$ cat src/rtl/ysyx_22040365_id_stage_pkg.sv
// Shared decode definitions for the ID stage: opcodes, inst_type bit positions, immediate formats.
// Latency: n/a (types and constants only).
// Backpressure: n/a.
package ysyx_22040365_defines;

    localparam logic [6:0] OPC_LUI      = 7'b0110111;
    localparam logic [6:0] OPC_AUIPC    = 7'b0010111;
    localparam logic [6:0] OPC_JAL      = 7'b1101111;
    localparam logic [6:0] OPC_JALR     = 7'b1100111;
    localparam logic [6:0] OPC_BRANCH   = 7'b1100011;
    localparam logic [6:0] OPC_LOAD     = 7'b0000011;
    localparam logic [6:0] OPC_STORE    = 7'b0100011;
    localparam logic [6:0] OPC_OP_IMM   = 7'b0010011;
    localparam logic [6:0] OPC_OP       = 7'b0110011;
    localparam logic [6:0] OPC_OP_IMM32 = 7'b0011011;
    localparam logic [6:0] OPC_OP32     = 7'b0111011;
    localparam logic [6:0] OPC_SYSTEM   = 7'b1110011;

    // Bit positions inside the one-hot inst_type vector (LUI is bit 0).
    localparam int IT_LUI      = 0;
    localparam int IT_AUIPC    = 1;
    localparam int IT_JAL      = 2;
    localparam int IT_JALR     = 3;
    localparam int IT_BRANCH   = 4;
    localparam int IT_LOAD     = 5;
    localparam int IT_STORE    = 6;
    localparam int IT_OP_IMM   = 7;
    localparam int IT_OP       = 8;
    localparam int IT_OP_IMM32 = 9;
    localparam int IT_OP32     = 10;
    localparam int IT_SYSTEM   = 11;
    localparam int IT_W        = 12;

    localparam logic [31:0] INST_ECALL  = 32'h0000_0073;
    localparam logic [31:0] INST_EBREAK = 32'h0010_0073;

    typedef enum logic [2:0] {
        FMT_R,
        FMT_I,
        FMT_S,
        FMT_B,
        FMT_U,
        FMT_J
    } imm_fmt_e;

    // Immediate is always carried at 64 bits; narrower datapaths take the low bits,
    // which is still a correct sign extension because every format extends from inst[31].
    typedef struct packed {
        logic [IT_W-1:0] inst_type;
        logic [2:0]      func3;
        logic [6:0]      func7;
        logic [4:0]      rs1;
        logic [4:0]      rs2;
        logic [4:0]      rd;
        logic [63:0]     imm;
        logic            ren_rs1;
        logic            ren_rs2;
        logic            wen_rd;
        logic            illegal;
    } dec_t;

    function automatic logic [63:0] sext_imm(input logic [31:0] inst, input imm_fmt_e fmt);
        logic [63:0] imm;
        case (fmt)
            FMT_I:   imm = {{52{inst[31]}}, inst[31:20]};
            FMT_S:   imm = {{52{inst[31]}}, inst[31:25], inst[11:7]};
            FMT_B:   imm = {{52{inst[31]}}, inst[7], inst[30:25], inst[11:8], 1'b0};
            FMT_U:   imm = {{32{inst[31]}}, inst[31:12], 12'b0};
            FMT_J:   imm = {{44{inst[31]}}, inst[19:12], inst[20], inst[30:21], 1'b0};
            default: imm = 64'd0;
        endcase
        return imm;
    endfunction

endpackage

$ cat src/rtl/ysyx_22040365_id_stage_if.sv
// Fetch-in / decode-out handshake bundle of the ID stage, plus flush.
// Latency: n/a (wires only).
// Backpressure: valid/ready on both sides; master = IFU/EXU side, slave = ID stage.
interface ysyx_22040365_id_stage_if #(
    parameter int XLEN = 64,
    parameter int PC_W = 64
);
    logic            in_valid;
    logic            in_ready;
    logic [PC_W-1:0] in_pc;
    logic [31:0]     in_inst;
    logic            flush;
    logic            out_valid;
    logic            out_ready;
    logic [PC_W-1:0] out_pc;
    logic [11:0]     out_inst_type;
    logic [2:0]      out_func3;
    logic [6:0]      out_func7;
    logic [4:0]      out_rs1;
    logic [4:0]      out_rs2;
    logic [4:0]      out_rd;
    logic [XLEN-1:0] out_imm;
    logic            out_ren_rs1;
    logic            out_ren_rs2;
    logic            out_wen_rd;
    logic            out_illegal;

    modport master (
        output in_valid, in_pc, in_inst, flush, out_ready,
        input  in_ready, out_valid, out_pc, out_inst_type, out_func3, out_func7,
               out_rs1, out_rs2, out_rd, out_imm, out_ren_rs1, out_ren_rs2,
               out_wen_rd, out_illegal
    );

    modport slave (
        input  in_valid, in_pc, in_inst, flush, out_ready,
        output in_ready, out_valid, out_pc, out_inst_type, out_func3, out_func7,
               out_rs1, out_rs2, out_rd, out_imm, out_ren_rs1, out_ren_rs2,
               out_wen_rd, out_illegal
    );
endinterface

$ cat src/rtl/ysyx_22040365_id_dec.sv
// Combinational RV64I decoder: raw instruction in, decoded bundle out.
// Latency: 0 cycles.
// Backpressure: none (pure logic). Ports: inst (32b) in, dec (dec_t) out.
module ysyx_22040365_id_dec
    import ysyx_22040365_defines::*;
#(
    parameter int XLEN = 64
) (
    input  logic [31:0] inst,
    output dec_t        dec
);
    logic [6:0]      opc;
    logic [2:0]      f3;
    logic [IT_W-1:0] itype;
    imm_fmt_e        fmt;
    logic            ren1;
    logic            ren2;
    logic            wen;
    logic            ill;
    logic            wen_eff;

    assign opc = inst[6:0];
    assign f3  = inst[14:12];

    always_comb begin
        itype = '0;
        fmt   = FMT_R;
        ren1  = 1'b0;
        ren2  = 1'b0;
        wen   = 1'b0;
        ill   = 1'b0;
        // Opcodes with inst[1:0] != 2'b11 never match a listed opcode and fall to default.
        case (opc)
            OPC_LUI:      begin itype[IT_LUI] = 1'b1;   fmt = FMT_U; wen = 1'b1; end
            OPC_AUIPC:    begin itype[IT_AUIPC] = 1'b1; fmt = FMT_U; wen = 1'b1; end
            OPC_JAL:      begin itype[IT_JAL] = 1'b1;   fmt = FMT_J; wen = 1'b1; end
            OPC_JALR: begin
                itype[IT_JALR] = 1'b1; fmt = FMT_I; ren1 = 1'b1; wen = 1'b1;
                ill = (f3 != 3'd0);
            end
            OPC_BRANCH: begin
                itype[IT_BRANCH] = 1'b1; fmt = FMT_B; ren1 = 1'b1; ren2 = 1'b1;
                ill = (f3[2:1] == 2'b01);
            end
            OPC_LOAD: begin
                itype[IT_LOAD] = 1'b1; fmt = FMT_I; ren1 = 1'b1; wen = 1'b1;
                ill = (f3 == 3'd7);
            end
            OPC_STORE: begin
                itype[IT_STORE] = 1'b1; fmt = FMT_S; ren1 = 1'b1; ren2 = 1'b1;
                ill = f3[2];
            end
            OPC_OP_IMM:   begin itype[IT_OP_IMM] = 1'b1; fmt = FMT_I; ren1 = 1'b1; wen = 1'b1; end
            OPC_OP:       begin itype[IT_OP] = 1'b1; ren1 = 1'b1; ren2 = 1'b1; wen = 1'b1; end
            OPC_OP_IMM32: begin
                itype[IT_OP_IMM32] = 1'b1; fmt = FMT_I; ren1 = 1'b1; wen = 1'b1;
                ill = (XLEN == 32);
            end
            OPC_OP32: begin
                itype[IT_OP32] = 1'b1; ren1 = 1'b1; ren2 = 1'b1; wen = 1'b1;
                ill = (XLEN == 32);
            end
            OPC_SYSTEM: begin
                itype[IT_SYSTEM] = 1'b1; fmt = FMT_I;
                ill = !((inst == INST_ECALL) || (inst == INST_EBREAK));
            end
            default: ill = 1'b1;
        endcase
        // Illegal bundles still flow downstream, but carry no class, enables or immediate.
        if (ill) begin
            itype = '0;
            fmt   = FMT_R;
            ren1  = 1'b0;
            ren2  = 1'b0;
            wen   = 1'b0;
        end
    end

    // Writes to x0 are dropped here so the EXU/WBU never need to special-case rd==0.
    assign wen_eff = wen && (inst[11:7] != 5'd0);

    always_comb begin
        dec           = '0;
        dec.inst_type = itype;
        dec.func3     = f3;
        dec.func7     = inst[31:25];
        dec.rs1       = ren1 ? inst[19:15] : 5'd0;
        dec.rs2       = ren2 ? inst[24:20] : 5'd0;
        dec.rd        = wen_eff ? inst[11:7] : 5'd0;
        dec.imm       = sext_imm(inst, fmt);
        dec.ren_rs1   = ren1;
        dec.ren_rs2   = ren2;
        dec.wen_rd    = wen_eff;
        dec.illegal   = ill;
    end
endmodule

$ cat src/rtl/ysyx_22040365_id_stage.sv
// Registered RV64I decode stage between IFU and EXU: decodes {pc, inst}, holds result in main/skid regs.
// Latency: 1 cycle accept-to-out_valid; 1 bundle/cycle with out_ready high.
// Backpressure: SKID_EN=1 -> 2 entries, in_ready = ~skid_vld (register); SKID_EN=0 -> in_ready = ~out_valid | out_ready.
// Ports: clk, rst_n (async, active low), bus (slave modport: in_* fetch side, out_* decoded side, flush).
module ysyx_22040365_id_stage
    import ysyx_22040365_defines::*;
#(
    parameter int XLEN    = 64,
    parameter int PC_W    = 64,
    parameter bit SKID_EN = 1'b1
) (
    input logic                         clk,
    input logic                         rst_n,
    ysyx_22040365_id_stage_if.slave     bus
);
    typedef struct packed {
        logic [PC_W-1:0] pc;
        dec_t            dec;
    } ent_t;

    dec_t  new_dec;
    ent_t  new_ent;
    ent_t  main_q, main_n, skid_q, skid_n;
    logic  main_vld, main_vld_n, skid_vld, skid_vld_n;
    logic  in_ready;
    logic  accept;

    ysyx_22040365_id_dec #(.XLEN(XLEN)) u_dec (
        .inst (bus.in_inst),
        .dec  (new_dec)
    );

    assign new_ent = '{pc: bus.in_pc, dec: new_dec};

    assign in_ready = SKID_EN ? ~skid_vld : (~main_vld | bus.out_ready);
    assign accept   = bus.in_valid & in_ready;

    always_comb begin
        main_vld_n = main_vld;
        main_n     = main_q;
        skid_vld_n = skid_vld;
        skid_n     = skid_q;
        if (bus.flush) begin
            // Anything accepted this cycle is dropped along with the held entries.
            main_vld_n = 1'b0;
            skid_vld_n = 1'b0;
        end else if (!main_vld || bus.out_ready) begin
            // Main is free this cycle. in_ready is low whenever skid holds data,
            // so a skid refill and a new accept can never collide here.
            if (skid_vld) begin
                main_vld_n = 1'b1;
                main_n     = skid_q;
                skid_vld_n = 1'b0;
            end else begin
                main_vld_n = accept;
                if (accept) begin
                    main_n = new_ent;
                end
            end
        end else if (accept && SKID_EN) begin
            skid_vld_n = 1'b1;
            skid_n     = new_ent;
        end
    end

    always_ff @(posedge clk or negedge rst_n) begin
        if (!rst_n) begin
            main_vld <= 1'b0;
            main_q   <= '0;
            skid_vld <= 1'b0;
            skid_q   <= '0;
        end else begin
            main_vld <= main_vld_n;
            main_q   <= main_n;
            skid_vld <= skid_vld_n;
            skid_q   <= skid_n;
        end
    end

    assign bus.in_ready      = in_ready;
    assign bus.out_valid     = main_vld;
    assign bus.out_pc        = main_q.pc;
    assign bus.out_inst_type = main_q.dec.inst_type;
    assign bus.out_func3     = main_q.dec.func3;
    assign bus.out_func7     = main_q.dec.func7;
    assign bus.out_rs1       = main_q.dec.rs1;
    assign bus.out_rs2       = main_q.dec.rs2;
    assign bus.out_rd        = main_q.dec.rd;
    assign bus.out_imm       = main_q.dec.imm[XLEN-1:0];
    assign bus.out_ren_rs1   = main_q.dec.ren_rs1;
    assign bus.out_ren_rs2   = main_q.dec.ren_rs2;
    assign bus.out_wen_rd    = main_q.dec.wen_rd;
    assign bus.out_illegal   = main_q.dec.illegal;
endmodule

$ cat src/flat_wrapper.sv
// flat-port wrapper written by rule: the top's interface ports become plain ports
module ysyx_22040365_id_stage_flat import ysyx_22040365_defines::*;
#(
    parameter int XLEN    = 64,
    parameter int PC_W    = 64,
    parameter bit SKID_EN = 1'b1
)
  (clk, rst_n, bus_in_valid, bus_in_pc, bus_in_inst, bus_flush, bus_out_ready, bus_in_ready, bus_out_valid, bus_out_pc, bus_out_inst_type, bus_out_func3, bus_out_func7, bus_out_rs1, bus_out_rs2, bus_out_rd, bus_out_imm, bus_out_ren_rs1, bus_out_ren_rs2, bus_out_wen_rd, bus_out_illegal);
  ysyx_22040365_id_stage_if #(.XLEN(XLEN), .PC_W(PC_W)) bus_i ();
  input logic clk;
  input logic rst_n;
  input wire logic [$bits(bus_i.in_valid)-1:0] bus_in_valid;
  input wire logic [$bits(bus_i.in_pc)-1:0] bus_in_pc;
  input wire logic [$bits(bus_i.in_inst)-1:0] bus_in_inst;
  input wire logic [$bits(bus_i.flush)-1:0] bus_flush;
  input wire logic [$bits(bus_i.out_ready)-1:0] bus_out_ready;
  output wire logic [$bits(bus_i.in_ready)-1:0] bus_in_ready;
  output wire logic [$bits(bus_i.out_valid)-1:0] bus_out_valid;
  output wire logic [$bits(bus_i.out_pc)-1:0] bus_out_pc;
  output wire logic [$bits(bus_i.out_inst_type)-1:0] bus_out_inst_type;
  output wire logic [$bits(bus_i.out_func3)-1:0] bus_out_func3;
  output wire logic [$bits(bus_i.out_func7)-1:0] bus_out_func7;
  output wire logic [$bits(bus_i.out_rs1)-1:0] bus_out_rs1;
  output wire logic [$bits(bus_i.out_rs2)-1:0] bus_out_rs2;
  output wire logic [$bits(bus_i.out_rd)-1:0] bus_out_rd;
  output wire logic [$bits(bus_i.out_imm)-1:0] bus_out_imm;
  output wire logic [$bits(bus_i.out_ren_rs1)-1:0] bus_out_ren_rs1;
  output wire logic [$bits(bus_i.out_ren_rs2)-1:0] bus_out_ren_rs2;
  output wire logic [$bits(bus_i.out_wen_rd)-1:0] bus_out_wen_rd;
  output wire logic [$bits(bus_i.out_illegal)-1:0] bus_out_illegal;
  assign bus_i.in_valid = bus_in_valid;
  assign bus_i.in_pc = bus_in_pc;
  assign bus_i.in_inst = bus_in_inst;
  assign bus_i.flush = bus_flush;
  assign bus_i.out_ready = bus_out_ready;
  assign bus_in_ready = bus_i.in_ready;
  assign bus_out_valid = bus_i.out_valid;
  assign bus_out_pc = bus_i.out_pc;
  assign bus_out_inst_type = bus_i.out_inst_type;
  assign bus_out_func3 = bus_i.out_func3;
  assign bus_out_func7 = bus_i.out_func7;
  assign bus_out_rs1 = bus_i.out_rs1;
  assign bus_out_rs2 = bus_i.out_rs2;
  assign bus_out_rd = bus_i.out_rd;
  assign bus_out_imm = bus_i.out_imm;
  assign bus_out_ren_rs1 = bus_i.out_ren_rs1;
  assign bus_out_ren_rs2 = bus_i.out_ren_rs2;
  assign bus_out_wen_rd = bus_i.out_wen_rd;
  assign bus_out_illegal = bus_i.out_illegal;
  ysyx_22040365_id_stage #(.XLEN(XLEN), .PC_W(PC_W), .SKID_EN(SKID_EN)) u_core (.clk(clk), .rst_n(rst_n), .bus(bus_i));
endmodule
$ cat config.mk
export PLATFORM = sky130hd
export DESIGN_NAME = ysyx_22040365_id_stage_flat
export DESIGN_NICKNAME = d
export VERILOG_FILES = /design/src/rtl/ysyx_22040365_id_stage_pkg.sv /design/src/rtl/ysyx_22040365_id_stage_if.sv /design/src/rtl/ysyx_22040365_id_dec.sv /design/src/rtl/ysyx_22040365_id_stage.sv /design/src/flat_wrapper.sv
export SDC_FILE = /design/constraint.sdc
export NUM_CORES = 1
export LEC_CHECK = 0
export ABC_CLOCK_PERIOD_IN_PS = 2050
export CAP_MARGIN = 20
export CORE_AREA = 2 2 160 162
export CTS_BUF_LIST = sky130_fd_sc_hd__clkbuf_4 sky130_fd_sc_hd__clkbuf_8 sky130_fd_sc_hd__clkbuf_16
export CTS_CLUSTER_SIZE = 24
export DETAILED_ROUTE_END_ITERATION = 7
export DIE_AREA = 0 0 162 164
export PLACE_DENSITY = 0.78
export SETUP_SLACK_MARGIN = 0.05
export SLEW_MARGIN = 20
export SYNTH_ARGS = -nofsm -noshare
export SYNTH_HDL_FRONTEND = slang
export SYNTH_SLANG_ARGS = --single-unit
$ cat constraint.sdc
create_clock -name clk -period 2.05 [get_ports clk]
set_input_delay 0.3075 -clock clk [delete_from_list [all_inputs] [get_ports clk]]
set_output_delay 0.3075 -clock clk [all_outputs]
set_load 0.03 [all_outputs]
Word-level counts from Yosys, hierarchy flattened:

Index checks and enable logic that the tools add are counted.

* $mul: 0
* bitwise operators: 4
* shifts and indexed selects: 0
* multiplexer cells: 34
* magnitude comparators: 0
* $add $sub $neg: 0
* equal/unequal tests: 21
* reduce and logical (&&, ||, !) cells: 18
* divide/modulo/power cells: 0

Operators with widths (count)
* $mux 169: 2
* $pmux 64 s5: 1
* $eq 32x21->1 const B: 1
* $eq 32x7->1 const B: 1
* $eq 7x6->1 const B: 4
* $eq 7x7->1 const B: 4
* $mux 1: 24
* $eq 7x5->1 const B: 3
* $mux 5: 3
* $pmux 3 s5: 1
* $mux 12: 1
* $eq 3x3->1 const B: 3
* $reduce_or 9->1: 1
* $reduce_or 8->1: 1
* $eq 7x2->1 const B: 1
* $reduce_or 7->1: 1
* $eq 3x2->1 const B: 2
* $pmux 1 s6: 1
* $reduce_and 3->1: 2
* $reduce_bool 3->1: 2
* $reduce_bool 5->1: 1
* $reduce_or 5->1: 1
* $reduce_bool 2->1: 2
* $reduce_or 4->1: 1
* 9 further kinds: 13

* input bits: 101
* memories kept: 0
* bits in latches: 0
* ROM bits: 0
* output and inout port bits: 171
* bits in registers: 340
* word-level logic and storage cells: 103
* bits in writable memories: 0

Depth between registers and ports, before layout:

Gate-level depths: netlist of run 1.

* depth after elaboration: 9
* gate-level depth with buffers: 9

By module:

A second synthesis of run 1 with hierarchy kept.

* cells, all modules: 1130
* area total of the unflattened synthesis: 15982.8 sq um

By module, submodules not included
* ysyx_22040365_id_stage: times used 1, area an instance 14621.5 sq um, cells an instance 911
* ysyx_22040365_id_dec: times used 1, area an instance 1361.3 sq um, cells an instance 219

Worst setup path after synthesis of run 1:

Ideal clock, no wire load.

* kind: register -> register
* start: reg u_core.main_vld (netlist: u_core.bus.out_valid)
* end: reg u_core.skid_q[119] in the netlist's numbering
* stages on the path, launching flop included: 9
* arrival time: 1.922 ns
* required time: 1.985 ns
* period minus slack after synthesis: 1.987 ns
* path slack: 0.063 ns
* buffers on the path: 3
* path through: dfrtp_1 > nand2b_1 > nor3_1 > and2_1 > clkbuf_1 > clkbuf_1 > buf_1 > nand2_1 > nand2_1

* longest elaborated chain between the ends: 4

RTL lines
* start, declared: RTL line ysyx_22040365_id_stage.sv:24 `logic main_vld, main_vld_n, skid_vld, skid_vld_n;`
* start signal, assigned: RTL line ysyx_22040365_id_stage.sv:73 `main_vld <= main_vld_n;`
* $logic_not 1->1: RTL line ysyx_22040365_id_stage.sv:47 `end else if (!main_vld || bus.out_ready) begin`
* $logic_or 1x1->1: RTL line ysyx_22040365_id_stage.sv:47
* $not 1->1 (no source line)
* $reduce_and 3->1 (no source line)
* end signal, assigned: RTL line ysyx_22040365_id_stage.sv:76 `skid_q <= skid_n;`
* end, declared: RTL line ysyx_22040365_id_stage.sv:23 `ent_t main_q, main_n, skid_q, skid_n;`

Every way passes these cells.
A chain may end at the register's enable or synchronous reset.

Final worst setup path of run 1:

* start: in bus_in_inst[9]
* end: reg u_core.main_q, in the netlist u_core.bus.out_imm[8]

* longest elaborated chain between the ends: 9
* elaborated cells between the ends (all ways): 14
* classes of those cells: eq/ne: 7; mux: 5; reduce/logical: 2

RTL lines
* start, declared: RTL line flat_wrapper.sv:14 `input wire logic [$bits(bus_i.in_inst)-1:0] bus_in_inst;`
* $eq 32x7->1 or $eq 32x21->1 (tied branches): RTL line ysyx_22040365_id_dec.sv:65 `ill = !((inst == INST_ECALL) || (inst == INST_EBREAK));`
* $logic_or 1x1->1 (*): RTL line ysyx_22040365_id_dec.sv:65
* $logic_not 1->1 (*): RTL line ysyx_22040365_id_dec.sv:65
* $pmux 1 s6 (*): RTL line ysyx_22040365_id_dec.sv:33 `case (opc)`
* $mux 3 (*): RTL line ysyx_22040365_id_dec.sv:70 `if (ill) begin`
* $eq 3x3->1, or another cell as far along: RTL line ysyx_22040365_id_stage_pkg.sv:64 `case (fmt)`
* $pmux 64 s5 (*): RTL line ysyx_22040365_id_stage_pkg.sv:64
* $mux 169 (*): RTL line ysyx_22040365_id_stage.sv:56 `if (accept) begin`
* $mux 169 (*): RTL line ysyx_22040365_id_stage.sv:50 `if (skid_vld) begin`
* end signal, assigned: RTL line ysyx_22040365_id_stage.sv:74 `main_q <= main_n;`
* end, declared: RTL line ysyx_22040365_id_stage.sv:23

Every way passes the cells marked *; elsewhere a longest branch is shown, timed or not. The select of a mux whose other input is x is not followed.

==> flow_metrics.env, run 1 <==
export IMPL_combPwrFrac=0.231
export IMPL_slew_headroom=0.650
export IMPL_nets=1732
export IMPL_dieHeight_um=164
export IMPL_p_switching_mw=4.78
export IMPL_wl_per_cell_um=18.0
export IMPL_worstRegToRegCells=7
export IMPL_dpl_cell_area_um2=16200
export IMPL_synth_top_flop_cell="dfrtp_1"
export IMPL_hold_depth=3
export IMPL_ir_worst_vdd_mv=0.638
export IMPL_setup_violations=0
export IMPL_drtIter0Drc=799
export IMPL_drv_cap=0
export IMPL_worstPathRequired_ps=2530
export IMPL_synth_common_cells="nand2_1 (385), dfrtp_1 (276), o21ai_0 (133)"
export IMPL_multi_input_area_um2=5040
export IMPL_internal_power_mw=10.9
export IMPL_die_w_um=162
export IMPL_area_growth_pct=39.2
export IMPL_ys_ff_latch=276
export IMPL_drtPass1Iterations=5
export IMPL_synthArstFlopShare=1.00
export IMPL_grt_usage=0.264
export IMPL_finalCritPeriodShare=0.958
export IMPL_wl_mm=35.7
export IMPL_r2r_end="u_core.bus.out_imm[1]$_DFFE_PN0P_"
export IMPL_first_global_vias=10800
export IMPL_syn_area_per_cell_um2=9.44
export IMPL_core_um2=24800
export IMPL_crit_path_start_kind="primary input"
export IMPL_root_buffer="clkbuf_16"
export IMPL_drive_gt1_frac=0.143
export IMPL_grt_pass1_wl_mm=56.6
export IMPL_initial_core_util=0.503
export IMPL_synth_cell_types=58
export IMPL_regArea_um2=6910
export IMPL_end_kind="flip-flop"
export IMPL_p_seq_frac=0.430
export IMPL_stdcell_area_um2=17400
export IMPL_swShare=0.305
export IMPL_clkSlewWorstSetupHoldPaths_ps=60
export IMPL_synthesis_area_um2=12500
export IMPL_cts_sinks=276
export IMPL_clk_path_buf_depth=3
export IMPL_die_area_um2=26600
export IMPL_p_leak_nw=7.86
export IMPL_grt_overflow=0
export IMPL_synthCells=1321
export IMPL_maxSlewViolCount=0
export IMPL_status="complete, no violations"
export IMPL_grt_setup_unrepaired="true"
export IMPL_dp_hpwl_mm=24.5
export IMPL_fmax_mhz=509
export IMPL_yosysTopAreaCell="dfrtp_1"
export IMPL_row_count=58
export IMPL_skew_ps=10.8
export IMPL_cp_data_arrival_time_ps=2440
export IMPL_fin_setup_tns_ps=0
export IMPL_r2r_start="u_core.skid_vld$_DFFE_PN0P_"
export IMPL_antenna_found_initial=2
export IMPL_tritoncts="done"
export IMPL_synth_nets=1422
export IMPL_worstHoldPathType="in -> reg"
export IMPL_synth_edf_count=0
export IMPL_portBuffers=271
export IMPL_tightest_slew_ps=525
export IMPL_fillerInstances=1913
export IMPL_gp_congestion=0.911
export IMPL_cts_made_buffers=29
export IMPL_r2r_slack_ps=240
export IMPL_path_class="in -> reg"
export IMPL_power_density_nw_per_um2=903
export IMPL_worst_skew_pair_late_latency_ps=560
export IMPL_grt_max_degree=74
export IMPL_ant_nets=0
export IMPL_critPathMaxFanout=12
export IMPL_p_clk_frac=0.339
export IMPL_synth_top_area_frac=0.554
export IMPL_yosysSeqAreaShare=0.554
export IMPL_worstHoldStart="bus_in_inst[12]"
export IMPL_whs_endpoint="u_core.bus.out_func3[0]$_DFFE_PN0P_"
export IMPL_pin_count=272
export IMPL_period_needed_ps=1960
export IMPL_vias=10900
export IMPL_synth_area_top_cells="dfrtp_1 (55%), nand2_1 (12%), mux2i_1 (5.9%), o21ai_0 (5.3%), a21oi_1 (2.1%)"
export IMPL_holdWs_ps=212
export IMPL_hold_viol=0
export IMPL_yosysWarnings=0
export IMPL_post_place_cells=1923
export IMPL_fin_cells=1980
export IMPL_synth_most_common_cell="nand2_1"
export IMPL_drc=0
export IMPL_h_tree_depth=1
export IMPL_vias_per_cell=5.49
[flip-flops by register name, summed over array words and instances, names as in the netlist, 3 cells and up]
| name | count |
|---|---|
| u_core.bus.out_rs2 | 5 |
| u_core.bus.out_rd | 5 |
| u_core.bus.out_func3 | 3 |
| u_core.bus.out_rs1 | 5 |
| u_core.bus.out_func7 | 7 |
| u_core.bus.out_imm | 32 |
| u_core.bus.out_pc | 64 |
| u_core.bus.out_inst_type | 12 |
| u_core.skid_q | 137 |
[power groups by stage]
stage / clock (mW) / combinational (mW) / sequential [mW]
2_1_floorplan: 0 / 1.29 / 7.46
3_3_place_gp: 0 / 3.59 / 6.77
3_5_place_dp: 0 / 3.68 / 6.81
4_1_cts: 5.39 / 3.62 / 6.73
5_1_grt: 5.62 / 3.92 / 6.82
6_report: 5.32 / 3.62 / 6.73
[final cells by class]
| class | instances | share of cell area |
|---|---|---|
| Clock inverter | 5 | 0.00425 |
| Inverter | 9 | 0.00195 |
| Timing Repair Buffer | 406 | 0.230 |
| Clock buffer | 44 | 0.0519 |
| Sequential cell | 276 | 0.398 |
| Antenna cell | 1 | 0.000144 |
| Multi-Input combinational cell | 909 | 0.290 |
| Tap cell | 330 | 0.0238 |
[worst max path at each step]
| stage | startpoint | end | cells past startpoint |
|---|---|---|---|
| finish | bus_in_inst[9] | u_core.bus.out_imm[8]$_DFFE_PN0P_ | 7 |
| global route | bus_in_inst[13] | u_core.bus.out_inst_type[4]$_DFFE_PN0P_ | 9 |
| CTS | bus_in_inst[4] | u_core.bus.out_imm[0]$_DFFE_PN0P_ | 7 |
| detailed placement | bus_in_inst[12] | u_core.bus.out_imm[8]$_DFFE_PN0P_ | 7 |
| global placement | bus_in_inst[12] | u_core.bus.out_imm[8]$_DFFE_PN0P_ | 7 |
| floorplan | u_core.bus.out_valid$_DFFE_PN0N_ | u_core.skid_q[119]$_DFFE_PN0P_ | 8 |
[layer usage]
| layer | wire (um) | global-route usage |
|---|---|---|
| met4 | 1060 | 0.0849 |
| met3 | 3000 | 0.0604 |
| met2 | 16400 | 0.415 |
| met5 | 12 | 0 |
| met1 | 15200 | 0.367 |
[logic make-up (layout without fill, tap and decap cells)]
family	after synthesis	count (layout)	synth area share
buf+inv	137	464	0.0556
other cells	0	1	0
simple gates	544	545	0.191
compound gates	289	289	0.140
mux	75	75	0.0603
flops	276	276	0.554
[placed cells by master, fill, tap and decap left out, drive strengths merged, types with 2 or more instances in the layout]
master         instances
a21oi                 56
a41oi                  2
and3                  15
dlygate4sd2           36
o31ai                 22
o21a                   3
nand3                 12
nand4                  3
inv                   11
o41ai                  2
or3b                   8
nand2b                 4
dfrtp                276
nor3                  13
clkdlybuf4s15          3
buf                  134
nor2b                  5
nor4                   6
nor2                  59
clkdlybuf4s50        222
o22ai                  5
nand4b                 2
a21o                   3
a32oi                  5
clkbuf                45
and2                   3
a31oi                 41
o21ai                135
a221oi                 3
dlymetal6s2s           9
nand2                385
nand3b                 3
a22o                   5
or2                    2
mux2i                 74
or3                   21
[critical path, cell delays in order]
cell	delay, ps
clkdlybuf4s50_1	440
or4_4	540
nor2_4	170
a41o_4	280
nand3_4	160
or3b_1	400
a21oi_1	140
[what timing repair did]
item,CTS,global route
hold buffers,1,0
buffers inserted,1,3
endpoints found under the setup margin,59,94
gates cloned,0,2
pin swaps,0,6
gates resized for setup,44,36
hold endpoints to repair,38,0
[through the flow]
step                 util  worst slack [ps]  power, mW
floorplan               -              62.7       8.75
global placement    0.652              -566       10.4
detailed placement  0.652              -641       10.5
CTS                 0.691              51.7       15.7
global route        0.699              5.15       16.4
finish              0.699              85.2       15.7
(Power assumes the default switching activity.)
==> run 2, diff against run 1 <==
--- a/config.mk
+++ b/config.mk
@@ -7,12 +7,12 @@
 export LEC_CHECK = 0
 export ABC_CLOCK_PERIOD_IN_PS = 2050
 export CAP_MARGIN = 20
-export CORE_AREA = 2 2 160 162
+export CORE_AREA = 2 2 143 180
 export CTS_BUF_LIST = sky130_fd_sc_hd__clkbuf_4 sky130_fd_sc_hd__clkbuf_8 sky130_fd_sc_hd__clkbuf_16
 export CTS_CLUSTER_SIZE = 24
 export DETAILED_ROUTE_END_ITERATION = 7
-export DIE_AREA = 0 0 162 164
-export PLACE_DENSITY = 0.78
+export DIE_AREA = 0 0 145 182
+export PLACE_DENSITY = 0.79
 export SETUP_SLACK_MARGIN = 0.05
 export SLEW_MARGIN = 20
 export SYNTH_ARGS = -nofsm -noshare
==> run 2 against run 1 <==
Against the previous run:
- clock skew down 3.5 ps
- first-iteration DRC count shrank 16%
- non-clock buffer count is 16 lower
- via count down 1.5%
- largest power group unchanged
- combinational power hardly changed
- setup slack worse by 1.5 ps
- worst hold slack better by 26 ps
- clock power shrank 3%
==> flow_metrics.env, run 2 (synthesis results as in run 1) <==
export IMPL_row_count=65
export IMPL_power_density_nw_per_um2=902
export IMPL_setup_violations=0
export IMPL_portBuffers=271
export IMPL_finalCritPeriodShare=0.959
export IMPL_first_global_vias=10900
export IMPL_fillerInstances=1896
export IMPL_drtPass1Iterations=5
export IMPL_nets=1714
export IMPL_drtIter0Drc=670
export IMPL_ir_worst_vdd_mv=0.718
export IMPL_dieHeight_um=182
export IMPL_grt_pass1_wl_mm=57.4
export IMPL_largest_register_ffs=137
export IMPL_area_growth_pct=37.7
export IMPL_worstHoldPathType="in -> reg"
export IMPL_end_kind="primary output"
export IMPL_grt_overflow=0
export IMPL_antenna_found_initial=3
export IMPL_grt_setup_unrepaired="true"
export IMPL_core_um2=24800
export IMPL_clkSlewWorstSetupHoldPaths_ps=60
export IMPL_final_cell_mix="nand2_1 (383), dfrtp_1 (275), clkdlybuf4s50_1 (219)"
export IMPL_tightest_slew_ps=790
export IMPL_slew_headroom=0.474
export IMPL_regArea_um2=6910
export IMPL_ant_nets=0
export IMPL_multi_input_area_um2=5050
export IMPL_grt_usage=0.268
export IMPL_crit_slowest_cell="clkdlybuf4s50_1"
export IMPL_grt_max_degree=119
export IMPL_cpLargestDelayFamily="buffers and inverters"
export IMPL_hold_viol=0
export IMPL_wl_per_cell_um=18.0
export IMPL_status="complete, no violations"
export IMPL_slowest_delay_ps=700
export IMPL_clk_path_buf_depth=3
export IMPL_drive_gt1_frac=0.137
export IMPL_worstPathRequired_ps=1740
export IMPL_path_class="reg -> out"
export IMPL_root_buffer="clkbuf_16"
export IMPL_worst_skew_pair_late_latency_ps=530
export IMPL_tritoncts="done"
export IMPL_vias=10700
export IMPL_fmax_mhz=509
export IMPL_drv_cap=0
export IMPL_cts_sinks=276
export IMPL_power_mw=15.5
export IMPL_die_w_um=145
export IMPL_crit_path_start_kind="flip-flop"
export IMPL_skew_ps=7.26
export IMPL_fin_setup_tns_ps=0
export IMPL_largest_register="u_core.skid_q"
export IMPL_wl_mm=35.5
export IMPL_initial_core_util=0.503
export IMPL_maxSlewViolCount=0
export IMPL_gp_congestion=0.922
export IMPL_critPathMaxFanout=2
export IMPL_vias_per_cell=5.43
export IMPL_cp_data_arrival_time_ps=1660
export IMPL_dp_hpwl_mm=24.2
export IMPL_h_tree_depth=1
export IMPL_pin_count=272
export IMPL_drc=0
export IMPL_crit_buf_inv=1
export IMPL_cp_cell_sequence="clkdlybuf4s50_1"
export IMPL_p_leak_nw=7.78
export IMPL_r2r_slack_ps=250
export IMPL_die_area_um2=26400
export IMPL_holdWs_ps=238
export IMPL_period_needed_ps=1970
export IMPL_final_common_cell="nand2_1"
export IMPL_cts_made_buffers=27
run 2: power by group:
group          internal, mW  switching (mW)  leakage, nW
Combinational          1.47            2.14         3.80
Clock                  3.08            2.09        0.463
Sequential             6.25           0.461         3.52
Total                  10.8            4.69         7.78
run 2: final timing paths:
path / endpoint / cells after the start / start
worst max-delay path: bus_out_inst_type[11] / 1 / u_core.bus.out_inst_type[11]$_DFFE_PN0P_
worst min-delay path: u_core.skid_q[72]$_DFFE_PN0P_ / 4 / bus_in_inst[11]
worst max register to register: u_core.bus.out_rd[4]$_DFFE_PN0P_ / 7 / u_core.skid_vld$_DFFE_PN0P_
worst min register to register: u_core.skid_q[152]$_DFFE_PN0P_ / 2 / u_core.skid_q[152]$_DFFE_PN0P_
max in group asynchronous: u_core.bus.out_pc[45]$_DFFE_PN0P_ / 3 / rst_n
min in group asynchronous: u_core.bus.out_pc[8]$_DFFE_PN0P_ / 2 / rst_n
run 2: repair_timing:
action                                 in CTS  in global routing
hold buffers                                1                  0
resized for setup                          50                 38
buffers inserted                            8                  1
setup endpoints to repair                 101                111
pin swaps                                   7                 11
endpoints found under the hold margin      43                  0
gates cloned                                0                  2
run 2: per-stage QoR:
| stage | area (um^2) | cells | utilization | setup slack [ps] |
|---|---|---|---|---|
| 5_1_grt | 17200 | 1969 | 0.693 | 43.5 |
| 2_1_floorplan | 12500 | 1321 | - | 62.7 |
| 3_5_place_dp | 16000 | 1907 | 0.645 | -716 |
| 3_3_place_gp | 16000 | 1907 | 0.645 | -679 |
| 6_report | 17200 | 1969 | 0.693 | 83.7 |
| 4_1_cts | 17000 | 1964 | 0.685 | 29.1 |
run 2: cell type report:
cell class	instances	share of cell area
diodes	2	0.000291
inverters	9	0.00219
clock inverters	11	0.00809
repair buffers	390	0.222
well taps	335	0.0244
clock buffers	37	0.0463
multi-input cells	909	0.294
flip-flops and latches	276	0.402
run 2: worst register-to-register path: stages (launching register included):
cell     delay [ps]
dfrtp_4         520
nor2_1          180
nor2_1          100
and2_2          250
buf_12          180
and3_1          210
a21oi_1         110
o21ai_0         110
run 2: routing by layer:
layer	global-route usage	share of wire
met2	0.447	0.50
met4	0.129	0.042
met3	0.0570	0.065
met5	0	0.00037
met1	0.332	0.40
